<file path="config.mk">
export PLATFORM = sky130hd
export DESIGN_NAME = mc_ctrl_fsm
export DESIGN_NICKNAME = d
export VERILOG_FILES = /design/src/rtl/mc_ctrl_pkg.sv /design/src/rtl/mc_wait_timer.sv /design/src/rtl/mc_ctrl_fsm.sv
export SDC_FILE = /design/constraint.sdc
export NUM_CORES = 1
export LEC_CHECK = 0
export ABC_CLOCK_PERIOD_IN_PS = 5400
export BUFFER_PORTS_ARGS = -buffer_cell sky130_fd_sc_hd__buf_2
export CORE_MARGIN = 2
export CORE_UTILIZATION = 45
export CTS_BUF_LIST = sky130_fd_sc_hd__clkbuf_2 sky130_fd_sc_hd__clkbuf_4 sky130_fd_sc_hd__clkbuf_8
export DETAILED_ROUTE_END_ITERATION = 10
export PLACE_DENSITY_LB_ADDON = 0.15
export SKIP_CTS_REPAIR_TIMING = 1
export SLEW_MARGIN = 20
export SYNTH_ARGS = -nofsm -noshare
export SYNTH_HDL_FRONTEND = slang
export SYNTH_SLANG_ARGS = --single-unit
</file>
<file path="constraint.sdc">
create_clock -name clk -period 5.4 [get_ports clk]
set_input_delay 1.08 -clock clk [delete_from_list [all_inputs] [get_ports clk]]
set_output_delay 1.08 -clock clk [all_outputs]
set_load 0.005 [all_outputs]
</file>
<file path="src/rtl/mc_ctrl_pkg.sv">
// Shared definitions for the multicycle RV32I main control FSM.
//   state_t      : 4-bit state encoding, FETCH is 0 so a reset state reads as zero on state_dbg
//   OP_*         : RV32I major opcodes (instr[6:0]) the controller dispatches on
//   RES_/SRCA_/SRCB_/ALUOP_* : datapath select encodings driven by the FSM
//   decode_op()  : DECODE dispatch table, opcode -> first execute-phase state
package mc_ctrl_pkg;

  typedef enum logic [3:0] {
    S_FETCH    = 4'd0,
    S_DECODE   = 4'd1,
    S_MEMADR   = 4'd2,
    S_MEMREAD  = 4'd3,
    S_MEMWB    = 4'd4,
    S_MEMWRITE = 4'd5,
    S_EXECR    = 4'd6,
    S_EXECI    = 4'd7,
    S_ALUWB    = 4'd8,
    S_JAL      = 4'd9,
    S_JALR     = 4'd10,
    S_BEQ      = 4'd11,
    S_AUIPC    = 4'd12,
    S_LUI      = 4'd13,
    S_ERROR    = 4'd14
  } state_t;

  localparam logic [6:0] OP_RTYPE  = 7'b0110011;
  localparam logic [6:0] OP_IARITH = 7'b0010011;
  localparam logic [6:0] OP_LOAD   = 7'b0000011;
  localparam logic [6:0] OP_STORE  = 7'b0100011;
  localparam logic [6:0] OP_BRANCH = 7'b1100011;
  localparam logic [6:0] OP_JAL    = 7'b1101111;
  localparam logic [6:0] OP_JALR   = 7'b1100111;
  localparam logic [6:0] OP_AUIPC  = 7'b0010111;
  localparam logic [6:0] OP_LUI    = 7'b0110111;

  localparam logic [1:0] RES_ALUOUT = 2'b00;
  localparam logic [1:0] RES_DATA   = 2'b01;
  localparam logic [1:0] RES_ALURES = 2'b10;
  localparam logic [1:0] RES_IMM    = 2'b11;

  localparam logic [1:0] SRCA_PC    = 2'b00;
  localparam logic [1:0] SRCA_OLDPC = 2'b01;
  localparam logic [1:0] SRCA_RS1   = 2'b10;

  localparam logic [1:0] SRCB_RS2   = 2'b00;
  localparam logic [1:0] SRCB_IMM   = 2'b01;
  localparam logic [1:0] SRCB_FOUR  = 2'b10;

  localparam logic [1:0] ALUOP_ADD   = 2'b00;
  localparam logic [1:0] ALUOP_SUB   = 2'b01;
  localparam logic [1:0] ALUOP_FUNCT = 2'b10;

  // Unknown opcodes map to S_ERROR; the caller raises err_illegal on that result.
  function automatic state_t decode_op(input logic [6:0] opcode);
    state_t nxt;
    case (opcode)
      OP_RTYPE:          nxt = S_EXECR;
      OP_IARITH:         nxt = S_EXECI;
      OP_LOAD, OP_STORE: nxt = S_MEMADR;
      OP_BRANCH:         nxt = S_BEQ;
      OP_JAL:            nxt = S_JAL;
      OP_JALR:           nxt = S_MEMADR;
      OP_AUIPC:          nxt = S_AUIPC;
      OP_LUI:            nxt = S_LUI;
      default:           nxt = S_ERROR;
    endcase
    return nxt;
  endfunction

endpackage

</file>
<file path="src/rtl/mc_wait_timer.sv">
// Memory wait-state timer.
//   clk, reset_n : clock, asynchronous active-low reset
//   active       : a memory access is being requested this cycle
//   ready        : memory completes the access this cycle
//   clr          : controller changes state this cycle (restart the count)
//   expired      : this is the last tolerated not-ready cycle; controller must abort
// The count saturates so a long stall with the timeout disabled never wraps.
module mc_wait_timer #(
  parameter int unsigned TIMEOUT_W      = 8,
  parameter int unsigned TIMEOUT_CYCLES = 200
) (
  input  logic clk,
  input  logic reset_n,
  input  logic active,
  input  logic ready,
  input  logic clr,
  output logic expired
);

  localparam bit                   TimeoutEn = (TIMEOUT_CYCLES != 0);
  localparam logic [TIMEOUT_W-1:0] CntMax    = '1;
  localparam logic [TIMEOUT_W-1:0] CntLimit  = TIMEOUT_W'(TIMEOUT_CYCLES - 1);

  logic [TIMEOUT_W-1:0] count_q, count_d;

  always_comb begin
    count_d = count_q;
    if (clr || ready) begin
      count_d = '0;
    end else if (active && (count_q != CntMax)) begin
      count_d = count_q + 1'b1;
    end
  end

  always_ff @(posedge clk or negedge reset_n) begin
    if (!reset_n) begin
      count_q <= '0;
    end else begin
      count_q <= count_d;
    end
  end

  // A ready in the same cycle always wins over the timeout.
  assign expired = TimeoutEn && active && !ready && (count_q == CntLimit);

endmodule

</file>
<file path="src/rtl/mc_ctrl_fsm.sv">
// Multicycle RV32I main control FSM (second generation).
//   clk, reset_n  : clock, asynchronous active-low reset
//   op            : IR opcode, stable from DECODE onward
//   mem_ready     : memory completes the current mem_req access
//   mem_req       : memory access requested (FETCH, MEMREAD, MEMWRITE)
//   branch, pcupdate, regwrite, memwrite, irwrite : datapath strobes
//   resultsrc, alusrca, alusrcb, adrsrc, aluop    : datapath selects
//   retire        : pulse in the final cycle of each instruction
//   err_illegal   : sticky, unknown opcode seen
//   err_timeout   : sticky, memory wait timed out
//   state_dbg     : current state encoding
// Outputs are decoded from the state; only the FETCH/MEMWRITE completion strobes look at
// mem_ready combinationally. Everything is forced low while reset_n is low.
module mc_ctrl_fsm
  import mc_ctrl_pkg::*;
#(
  parameter bit          MEM_HANDSHAKE  = 1'b1,
  parameter int unsigned TIMEOUT_W      = 8,
  parameter int unsigned TIMEOUT_CYCLES = 200
) (
  input  logic       clk,
  input  logic       reset_n,
  input  logic [6:0] op,
  input  logic       mem_ready,
  output logic       mem_req,
  output logic       branch,
  output logic       pcupdate,
  output logic       regwrite,
  output logic       memwrite,
  output logic       irwrite,
  output logic [1:0] resultsrc,
  output logic [1:0] alusrca,
  output logic [1:0] alusrcb,
  output logic       adrsrc,
  output logic [1:0] aluop,
  output logic       retire,
  output logic       err_illegal,
  output logic       err_timeout,
  output logic [3:0] state_dbg
);

  state_t state_q, state_d;
  logic   err_illegal_q, err_timeout_q;
  logic   set_illegal, set_timeout;
  logic   ready, expired, state_chg;

  assign ready     = MEM_HANDSHAKE ? mem_ready : 1'b1;
  assign state_chg = (state_d != state_q);

  mc_wait_timer #(
    .TIMEOUT_W      (TIMEOUT_W),
    .TIMEOUT_CYCLES (TIMEOUT_CYCLES)
  ) u_wait_timer (
    .clk     (clk),
    .reset_n (reset_n),
    .active  (mem_req),
    .ready   (ready),
    .clr     (state_chg),
    .expired (expired)
  );

  // Next state.
  always_comb begin
    state_d     = state_q;
    set_illegal = 1'b0;
    set_timeout = 1'b0;
    unique case (state_q)
      S_FETCH, S_MEMREAD, S_MEMWRITE: begin
        if (ready) begin
          unique case (state_q)
            S_FETCH:   state_d = S_DECODE;
            S_MEMREAD: state_d = S_MEMWB;
            default:   state_d = S_FETCH;
          endcase
        end else if (expired) begin
          state_d     = S_ERROR;
          set_timeout = 1'b1;
        end
      end
      S_DECODE: begin
        state_d     = decode_op(op);
        set_illegal = (state_d == S_ERROR);
      end
      S_MEMADR: begin
        case (op)
          OP_LOAD:  state_d = S_MEMREAD;
          OP_STORE: state_d = S_MEMWRITE;
          OP_JALR:  state_d = S_JALR;
          // Opcode changed after DECODE: treat like an illegal instruction.
          default: begin
            state_d     = S_ERROR;
            set_illegal = 1'b1;
          end
        endcase
      end
      S_EXECR, S_EXECI, S_JAL, S_JALR, S_AUIPC: state_d = S_ALUWB;
      S_MEMWB, S_ALUWB, S_BEQ, S_LUI:           state_d = S_FETCH;
      S_ERROR:                                  state_d = S_ERROR;
      default:                                  state_d = S_ERROR;
    endcase
  end

  always_ff @(posedge clk or negedge reset_n) begin
    if (!reset_n) begin
      state_q       <= S_FETCH;
      err_illegal_q <= 1'b0;
      err_timeout_q <= 1'b0;
    end else begin
      state_q <= state_d;
      if (set_illegal) err_illegal_q <= 1'b1;
      if (set_timeout) err_timeout_q <= 1'b1;
    end
  end

  // Outputs.
  always_comb begin
    mem_req   = 1'b0;
    branch    = 1'b0;
    pcupdate  = 1'b0;
    regwrite  = 1'b0;
    memwrite  = 1'b0;
    irwrite   = 1'b0;
    resultsrc = RES_ALUOUT;
    alusrca   = SRCA_PC;
    alusrcb   = SRCB_RS2;
    adrsrc    = 1'b0;
    aluop     = ALUOP_ADD;
    retire    = 1'b0;
    unique case (state_q)
      S_FETCH: begin
        mem_req   = 1'b1;
        alusrcb   = SRCB_FOUR;
        resultsrc = RES_ALURES;
        irwrite   = ready;
        pcupdate  = ready;
      end
      S_DECODE: begin
        alusrca = SRCA_OLDPC;
        alusrcb = SRCB_IMM;
      end
      S_MEMADR: begin
        alusrca = SRCA_RS1;
        alusrcb = SRCB_IMM;
      end
      S_MEMREAD: begin
        mem_req   = 1'b1;
        adrsrc    = 1'b1;
        resultsrc = RES_ALUOUT;
      end
      S_MEMWB: begin
        regwrite  = 1'b1;
        resultsrc = RES_DATA;
        retire    = 1'b1;
      end
      S_MEMWRITE: begin
        mem_req  = 1'b1;
        adrsrc   = 1'b1;
        memwrite = ready;
        retire   = ready;
      end
      S_EXECR: begin
        alusrca = SRCA_RS1;
        alusrcb = SRCB_RS2;
        aluop   = ALUOP_FUNCT;
      end
      S_EXECI: begin
        alusrca = SRCA_RS1;
        alusrcb = SRCB_IMM;
        aluop   = ALUOP_FUNCT;
      end
      S_ALUWB: begin
        regwrite  = 1'b1;
        resultsrc = RES_ALUOUT;
        retire    = 1'b1;
      end
      // Jump target was computed into ALUOut in DECODE/MEMADR; ALU now forms OldPC+4.
      S_JAL, S_JALR: begin
        pcupdate  = 1'b1;
        resultsrc = RES_ALUOUT;
        alusrca   = SRCA_OLDPC;
        alusrcb   = SRCB_FOUR;
      end
      S_BEQ: begin
        branch    = 1'b1;
        alusrca   = SRCA_RS1;
        alusrcb   = SRCB_RS2;
        aluop     = ALUOP_SUB;
        resultsrc = RES_ALUOUT;
        retire    = 1'b1;
      end
      S_AUIPC: begin
        alusrca = SRCA_OLDPC;
        alusrcb = SRCB_IMM;
      end
      S_LUI: begin
        regwrite  = 1'b1;
        resultsrc = RES_IMM;
        retire    = 1'b1;
      end
      default: ;
    endcase
    // Async reset must kill write strobes in the same cycle it is asserted.
    if (!reset_n) begin
      mem_req   = 1'b0;
      branch    = 1'b0;
      pcupdate  = 1'b0;
      regwrite  = 1'b0;
      memwrite  = 1'b0;
      irwrite   = 1'b0;
      resultsrc = 2'b00;
      alusrca   = 2'b00;
      alusrcb   = 2'b00;
      adrsrc    = 1'b0;
      aluop     = 2'b00;
      retire    = 1'b0;
    end
  end

  assign err_illegal = err_illegal_q;
  assign err_timeout = err_timeout_q;
  assign state_dbg   = state_q;

endmodule

</file>
Word-level counts from Yosys, hierarchy flattened
Index checks and enable logic that the tools add are counted. W data, S select, Z words.

ROM bits: 0. Output and inout port bits: 22. Word-level logic and storage cells: 88. Memories kept: 0. Bits in latches: 0. Register bits after elaboration: 14. Input bits: 10. Bits in writable memories: 0.

Equal/unequal tests: 26. Bitwise logic cells: 0. Reduce and logical (&&, ||, !) cells: 19. Muxes and demuxes: 38. Order comparisons: 0. Divide/modulo/power cells: 0. Multiply operators: 0. $add $sub $neg: 1. Shift operators: 0.

Operators by type and width (count): $eq A4 B4 Y1 const B (7); $pmux W4 S7 (1); $eq A7 B6 Y1 const B (3); $eq A7 B7 Y1 const B (3); $pmux W4 S5 (1); $mux W1 (18); $eq A4 B3 Y1 const B (4); $mux W8 (2); $reduce_or A4 Y1 (4); $eq A7 B5 Y1 const B (2); $mux W4 (3); $pmux W2 S2 (3); $pmux W4 S3 (1); $reduce_or A3 Y1 (4); $add A8 B1 Y8 const B (1); $eq A4 B2 Y1 const B (2); $eq A8 B8 Y1 const B (1); $mux W2 (4); $ne A8 B8 Y1 const B (1); $eq A7 B2 Y1 const B (1); $pmux W1 S2 (3); $pmux W2 S3 (1); $pmux W3 S2 (1); $reduce_or A2 Y1 (3); other kinds (8) (10).

Depth between registers and ports, before layout
Gate-level depths: netlist (run 1).

Depth after elaboration: 12. Mapped depth: 7. Gate-level depth less buffers: 7.

Modules after synthesis
A second synthesis (run 1) with hierarchy kept.

Cell total of the unflattened synthesis: 191. Area total of the unflattened synthesis: 1483.9 um2.

Modules (own cells, without submodules): mc_ctrl_fsm (instances 1, area an instance 1037.2 um2, cells an instance 143); mc_wait_timer (instances 1, area an instance 446.7 um2, cells an instance 48).

Worst setup path after synthesis (run 1)
OpenSTA, ideal clock, no wires.

Kind: input port to output port. Start point: input port reset_n. End point: output port memwrite. Cell stages on the path: 4. Arrival: 1798 ps. Required time: 4320 ps. Path buffers: 1. Setup slack: 2522 ps. Cell sequence: clkbuf_1 nor2b_1 nand2_1 nor4b_1.

Longest elaborated chain between the ends: 1.

Ends and longest elaborated chain: start: declaration (RTL line mc_ctrl_fsm.sv:22) `input logic reset_n,`; $mux W1 (RTL line mc_ctrl_fsm.sv:203) `if (!reset_n) begin`; end: declaration (RTL line mc_ctrl_fsm.sv:29) `output logic memwrite,`.

Every way passes these cells.

Worst setup path after layout (run 1)
Start point: input port reset_n. End point: output port mem_req.

Longest elaborated chain between the ends: 1.

Ends and longest elaborated chain: $mux W1 (RTL line mc_ctrl_fsm.sv:203); end: declaration (RTL line mc_ctrl_fsm.sv:25) `output logic mem_req,`.

Every way passes these cells.

==> results.ini, run 1 <==
[sta]
worst_pin_slew_ps=920.6
min_period_ps=3340
tns_ps=0
clock_skew_ps=4.567
final_max_slew_viol_count=0
rsz0062_at_grt=no
relSlewSlack=0.3863
finalSetupViolations=0
fin_crit_sh=0.6185
finalHoldViolCount=0
clock.fmax_mhz=299.4
hold-worst-slack_ps=477.3

[detailed_routing]
postRouteAntennaNets=0
firstDrtPassIters=4
drt_iter0_drc=100
via_count=1419
drc_errors=0
post_drt_wl_per_cell_um=13.94
totalWireLength_mm=3.443
vias_per_cell=5.745

[global_route]
grt_pass1_wl_mm=5.623
top_usage_layer=met2
met2_usage=0.3261
overflow=0
grt_use_met1=0.2916
grt_max_degree=34
track_usage=0.2029
antenna_found_initial=0
first_global_vias=1174
met3_usage=0.03896

[clocking]
htreeDepth=1
cts_tree=done
clockBufferDepth=2
clk_latency_ps=280
root_buffer=clkbuf_4
clk_pin_slew_worst_paths_ps=80
cts.sinks=14
cts_made_buffers=3

[run]
cap_violations=0

[worst_setup_path]
crit_path_start_kind=input port
worst_setup_path_end_kind=primary output
worstPathArrival_ps=2260
crit_type=in2out
cp_max_fo=26
worstPathRequired_ps=4320

[logic_synthesis]
synth-edff-count=0
synth_compound_area_frac=0.2520
synth-adder-area-share=0.008811
syn_nets=192
seq_area_frac_synth=0.2467
synth_area_per_cell_sq_um=7.846
yosys_warnings=0
synth_cell_types=56
synthCells=181
synth-seq-cells=14
synth_xor_area_frac=0.07401
synth_top_family_by_area=simple AND/OR/NAND/NOR gates
synth_flop_cell=dfrtp_1
syn_area_sq_um=1420
async_reset_ff_frac=1.000
synthMuxAreaShare=0
yosys.area_share.simple=0.3595

[power_and_ir_drop]
clkPwrFrac=0.117
power.density_nw_per_um2=402.2
cellLeakagePower_nw=0.7172
intPower_mw=0.3301
pwr-share-comb=0.564
total_power_mw=0.6427
p_seq_frac=0.319
p_sw_mw=0.3126
p_sw_frac=0.4864
ir_worst_vdd_uv=198.9

[die]
ios=32
initial_core_util=0.4690
core_area_sq_um=3028
core.rowCount=20
die_x_um=60.18
die_area_sq_um=3621
die_h_um=60.18

[place]
io_buffers=31
detailed_place_hpwl_mm=2.549
gp_congestion=0.8094

[hold_path]
min_path_type=reg2reg

[finish]
diodes=0
syn_to_final_growth_pct=12.51
nets=215
final_util=0.5277
final_common_cell=buf_2
layout-drive-gt1-share=0.2069
final_cell_mix=buf_2, nor2_1, nand2_1, dfrtp_1, and3_1
nFillCells=297

[status]
status=completed

power groups by stage:
stage               sequential (mW)  combinational, mW  clock (mW)
detailed placement            0.207              0.362           0
CTS                           0.204              0.364      0.0786
global route                  0.215              0.407      0.0828
floorplan                     0.135              0.341           0
global placement              0.201              0.356           0
finish                        0.205              0.362      0.0755
final cells by class:
cell class | count | area, sq um | area share
multi-input combinational | 150 | 985.9 | 0.6171
sequential | 14 | 350.3 | 0.2193
timing repair buffer | 31 | 155.1 | 0.09710
tap | 44 | 55.05 | 0.03446
clock buffer | 4 | 36.28 | 0.02271
inverter | 4 | 15.01 | 0.009397
kinds of logic (layout without fill, tap and decap cells):
group	count (synthesis)	count (layout)
AOI/OAI and AO/OA	48	48
xor gates and xnor gates	12	12
adders and majority gates	1	1
buffers and inverters	17	39
DFF	14	14
and+or+nand+nor	89	89
synthesized netlist by cell type (2+ instances only):
cell type,n,area (sq um)
nor2_1,19,71.32
dfrtp_1,14,350.3
nand2_1,14,52.55
and3_1,11,68.82
o21ai_0,10,50.05
a21oi_1,7,35.03
nor2b_1,7,43.79
xor2_1,7,61.31
and2_1,5,31.28
clkbuf_1,5,18.77
nand3_1,5,25.02
xnor2_1,5,43.79
buf_2,4,20.02
nor3b_1,4,30.03
or3_1,4,25.02
a211o_1,3,26.28
a22oi_1,3,22.52
inv_1,3,11.26
nand4_1,3,18.77
o22ai_1,3,18.77
a211oi_1,2,15.01
a31oi_1,2,12.51
buf_4,2,15.01
nand2b_1,2,12.51
nand3b_1,2,15.01
nor3_1,2,10.01
nor4bb_1,2,20.02
o21bai_1,2,15.01
o32ai_1,2,17.52
critical path, stage by stage:
cell	delay, ps
buf_2	270
nor2b_1	230
a22oi_1	470
inv_1	70
buf_2	140
metal layers:
metal / up-vias / routed length, um
met5: - / 0
met3: 0 / 165
met2: 36 / 1583
li1: 711 / -
met1: 672 / 1694
met4: 0 / 0
metrics by stage:
stage | cell area (sq um) | setup slack, ps | cells
after floorplan | 1420 | 2522 | 181
after global placement | 1562 | 2069 | 243
after detailed placement | 1562 | 2036 | 243
after CTS | 1598 | 2033 | 247
after global routing | 1598 | 1878 | 247
final | 1598 | 2060 | 247
worst paths after layout:
path                              start  slack, ps  cells after the start                       to
max                             reset_n       2060                      5                  mem_req
min                         err_timeout        480                      1              err_timeout
min reg2reg                 err_timeout        480                      1              err_timeout
max in group asynchronous       reset_n       4310                      1              err_timeout
max reg2reg                state_dbg[0]       2660                      6  u_wait_timer.count_q[3]
min in group asynchronous       reset_n        750                      1  u_wait_timer.count_q[2]
flip-flops by register name, indices dropped and copies added (netlist names):
| signal | count |
|---|---|
| u_wait_timer.count_q | 8 |
| err_timeout | 1 |
| err_illegal | 1 |
| state_dbg | 4 |
No activity file was read; power rests on OpenSTA's default activity.
==> run 2: changes to the inputs <==
--- a/config.mk
+++ b/config.mk
@@ -5,7 +5,8 @@
 export SDC_FILE = /design/constraint.sdc
 export NUM_CORES = 1
 export LEC_CHECK = 0
-export ABC_CLOCK_PERIOD_IN_PS = 5400
+export ABC_AREA = 1
+export ABC_CLOCK_PERIOD_IN_PS = 2950
 export BUFFER_PORTS_ARGS = -buffer_cell sky130_fd_sc_hd__buf_2
 export CORE_MARGIN = 2
 export CORE_UTILIZATION = 45
==> constraint.sdc (replaced) <==
create_clock -name clk -period 2.95 [get_ports clk]
set_input_delay 0.59 -clock clk [delete_from_list [all_inputs] [get_ports clk]]
set_output_delay 0.59 -clock clk [all_outputs]
set_load 0.005 [all_outputs]
==> run 2 against run 1 <==
  * Highest routed layer is now met4
  * Count of clock-buffer cells in the layout stayed put
  * Synthesized area shrank 9.7%
  * Die area shrank 9.1%
  * Register-to-register slack worse by 1700 ps
==> results.ini, run 2 <==
[clocking]
clk_pin_slew_worst_paths_ps=80  ; about the same
clk_latency_ps=280  ; about the same
cts_made_buffers=3  ; unchanged
clockBufferDepth=2  ; unchanged
root_buffer=clkbuf_4
cts.sinks=14  ; unchanged
htreeDepth=1  ; unchanged
cts_tree=done

[finish]
nets=246  ; +14%
layout-drive-gt1-share=0.2607  ; +0.05379
final_util=0.5478  ; +0.02014
final_cell_mix=nand2_1, inv_1, buf_2, nor2_1, nand3_1
final_common_cell=nand2_1
design_area_sq_um=1498  ; -6.3%
largest_reg_flops=8  ; unchanged
nFillCells=300  ; +1.0%
diodes=0  ; unchanged
syn_to_final_growth_pct=16.78
largest_register=u_wait_timer.count_q

[die]
die_area_sq_um=3293  ; -9.1%
die_h_um=57.39  ; -4.6%
core_area_sq_um=2734  ; -9.7%
ios=32  ; unchanged
initial_core_util=0.4691  ; about the same
die_x_um=57.39  ; -4.6%
core.rowCount=19  ; -5.0%

[power_and_ir_drop]
power.density_nw_per_um2=690.6  ; +72%
cellLeakagePower_nw=0.8499  ; +18%
ir_worst_vdd_uv=493.0  ; +150%

[worst_setup_path]
reg2reg_depth=11  ; +5
worstPathRequired_ps=2360  ; -1960 ps
r2r_start=state_dbg[3]
critical_path_depth=6  ; +1
slowest_stage=dfrtp_1
startpoint=state_dbg[3]
worst_setup_path_end_kind=primary output
slowest_delay_ps=470  ; about the same
crit_path_start_kind=flip-flop
path_cells=nor2_2, inv_2, nor2_2, inv_1, a31oi_1, buf_2
crit_type=reg2out
cp_max_fo=6  ; -77%
crit_top_cell=nor2_2
critical_path_buf_inv_count=3  ; unchanged
cpLargestDelayFamily=flip-flops
worstPathArrival_ps=1710  ; -550 ps

[logic_synthesis]
synth_xor_area_frac=0.04098  ; -0.03303
synth_top_cell_by_area=dfrtp_1
synth_compound_area_frac=0.1102  ; -0.1417
async_reset_ff_frac=1.000  ; unchanged
synthMuxAreaShare=0.008780  ; +0.008780
yosysTopAreaCellShare=0.2732  ; +0.02647
synth_top_family_by_area=simple AND/OR/NAND/NOR gates
syn_nets=212  ; +10%
synth_flop_cell=dfrtp_1
synth_area_per_cell_sq_um=6.380  ; -19%
ys_top_cells_by_count=nand2_1, inv_1, nor2_1, nand3_1, dfrtp_1
synth-adder-area-share=0.009756  ; +0.0009455
synth_area_leaders=dfrtp_1, nand2_1, inv_1, nor2_1, nand3_1
synth-edff-count=0  ; unchanged
syn_area_sq_um=1282  ; -9.7%
synthCells=201  ; +11%
yosys_warnings=0  ; unchanged
synth_cell_types=29  ; -48%
yosys.area_share.simple=0.4371  ; +0.07760
synth-seq-cells=14  ; unchanged
seq_area_frac_synth=0.2732  ; +0.02647
synth.most_common_cell=nand2_1

[detailed_routing]
drc_errors=0  ; unchanged
firstDrtPassIters=4  ; unchanged
post_drt_wl_per_cell_um=10.87  ; -22%
via_count=1308  ; -7.8%
vias_per_cell=4.936  ; -14%
drt_iter0_drc=43  ; -57%
totalWireLength_mm=2.881  ; -16%
postRouteAntennaNets=0  ; unchanged

[sta]
final_max_slew_viol_count=0  ; unchanged
clock.fmax_mhz=434.8
rsz0062_at_grt=no
finalHoldViolCount=0  ; unchanged
finalSetupViolations=0  ; unchanged
relSlewSlack=0.6818  ; +0.2955
worst_pin_slew_ps=473.7  ; -446.9 ps
clock_skew_ps=2.406  ; -2.161 ps
tns_ps=0  ; unchanged
min_period_ps=2300
fin_crit_sh=0.7797

[run]
cap_violations=0  ; unchanged

[place]
detailed_place_hpwl_mm=2.451  ; -3.9%
gp_congestion=0.9005  ; +11%
io_buffers=31  ; unchanged
placed_area_sq_um=1461  ; -6.4%

[global_route]
overflow=0  ; unchanged
first_global_vias=1202  ; +2.4%
antenna_found_initial=0  ; unchanged
track_usage=0.1917  ; -0.01121
grt_max_degree=15  ; -56%
grt_pass1_wl_mm=4.995  ; -11%

[status]
status=completed

[hold_path]
min_path_type=in2async

## run 2: cell count changes after synthesis, moves of 5 or more
cell	change
and2_1	-5
and3_1	-11
inv_1	+28
nand2_1	+38
nand3_1	+10
nor2_1	+9
nor2_2	+6
nor2b_1	-7
o21ai_0	-7
## run 2: cell type report
cell class | count | area (sq um) | area share
inverters | 35 | 131.4 | 0.08772
well taps | 31 | 38.79 | 0.02590
multi-input cells | 149 | 778.2 | 0.5196
clock buffers | 4 | 36.28 | 0.02423
flip-flops and latches | 14 | 350.3 | 0.2339
repair buffers | 32 | 162.7 | 0.1086
## run 2: through the flow
stage	setup WS [ps]	total power, mW	hold slack, ps	cells
floorplan	1146	0.7396	294.4	201
global placement	849.1	0.9052	450.5	261
detailed placement	841.4	0.9096	452.0	261
CTS	660.7	1.045	164.6	265
global route	539.3	1.138	155.3	265
finish	650.0	1.034	159.9	265
## run 2: layer usage
metal	wire, um	vias up	GRT usage
met3	136	4	0.02268
met1	1382	577	0.2504
li1	-	694	-
met2	1329	33	0.3295
met5	0	-	0
met4	34	0	0.05980
## run 2: path summary, 6_finish.rpt
path,end,slack (ps)
max,alusrcb[0],650
min,state_dbg[3],160
max reg2reg,u_wait_timer.count_q[6],990
min reg2reg,err_timeout,460
max in group asynchronous,u_wait_timer.count_q[2],2410
min in group clk,err_timeout,460
## run 2: cell families (layout without fill, tap and decap cells)
family,count (synthesis),after routing
AOI/OAI and AO/OA,23,23
DFF,14,14
muxes,1,1
xor gates and xnor gates,6,6
adders and majority gates,1,1
buffers and inverters,38,71
and+or+nand+nor,118,118
## run 2: power breakdown
part | leakage [nW] | total [mW] | switching [mW] | internal, mW
logic | 0.648 | 0.628 | 0.396 | 0.232
clock network | 0.0210 | 0.135 | 0.0595 | 0.0750
registers | 0.181 | 0.272 | 0.0538 | 0.218
total | 0.850 | 1.03 | 0.510 | 0.525
## run 2: worst register-to-register path, stage by stage (launching register included)
cell	delay (ps)
dfrtp_1	470
nor2_2	250
inv_2	90
nor2_2	190
inv_1	120
nor2_1	120
nor2_1	70
nand3_1	60
nand2_1	50
nor2_1	200
nand3_4	150
nor2_1	120
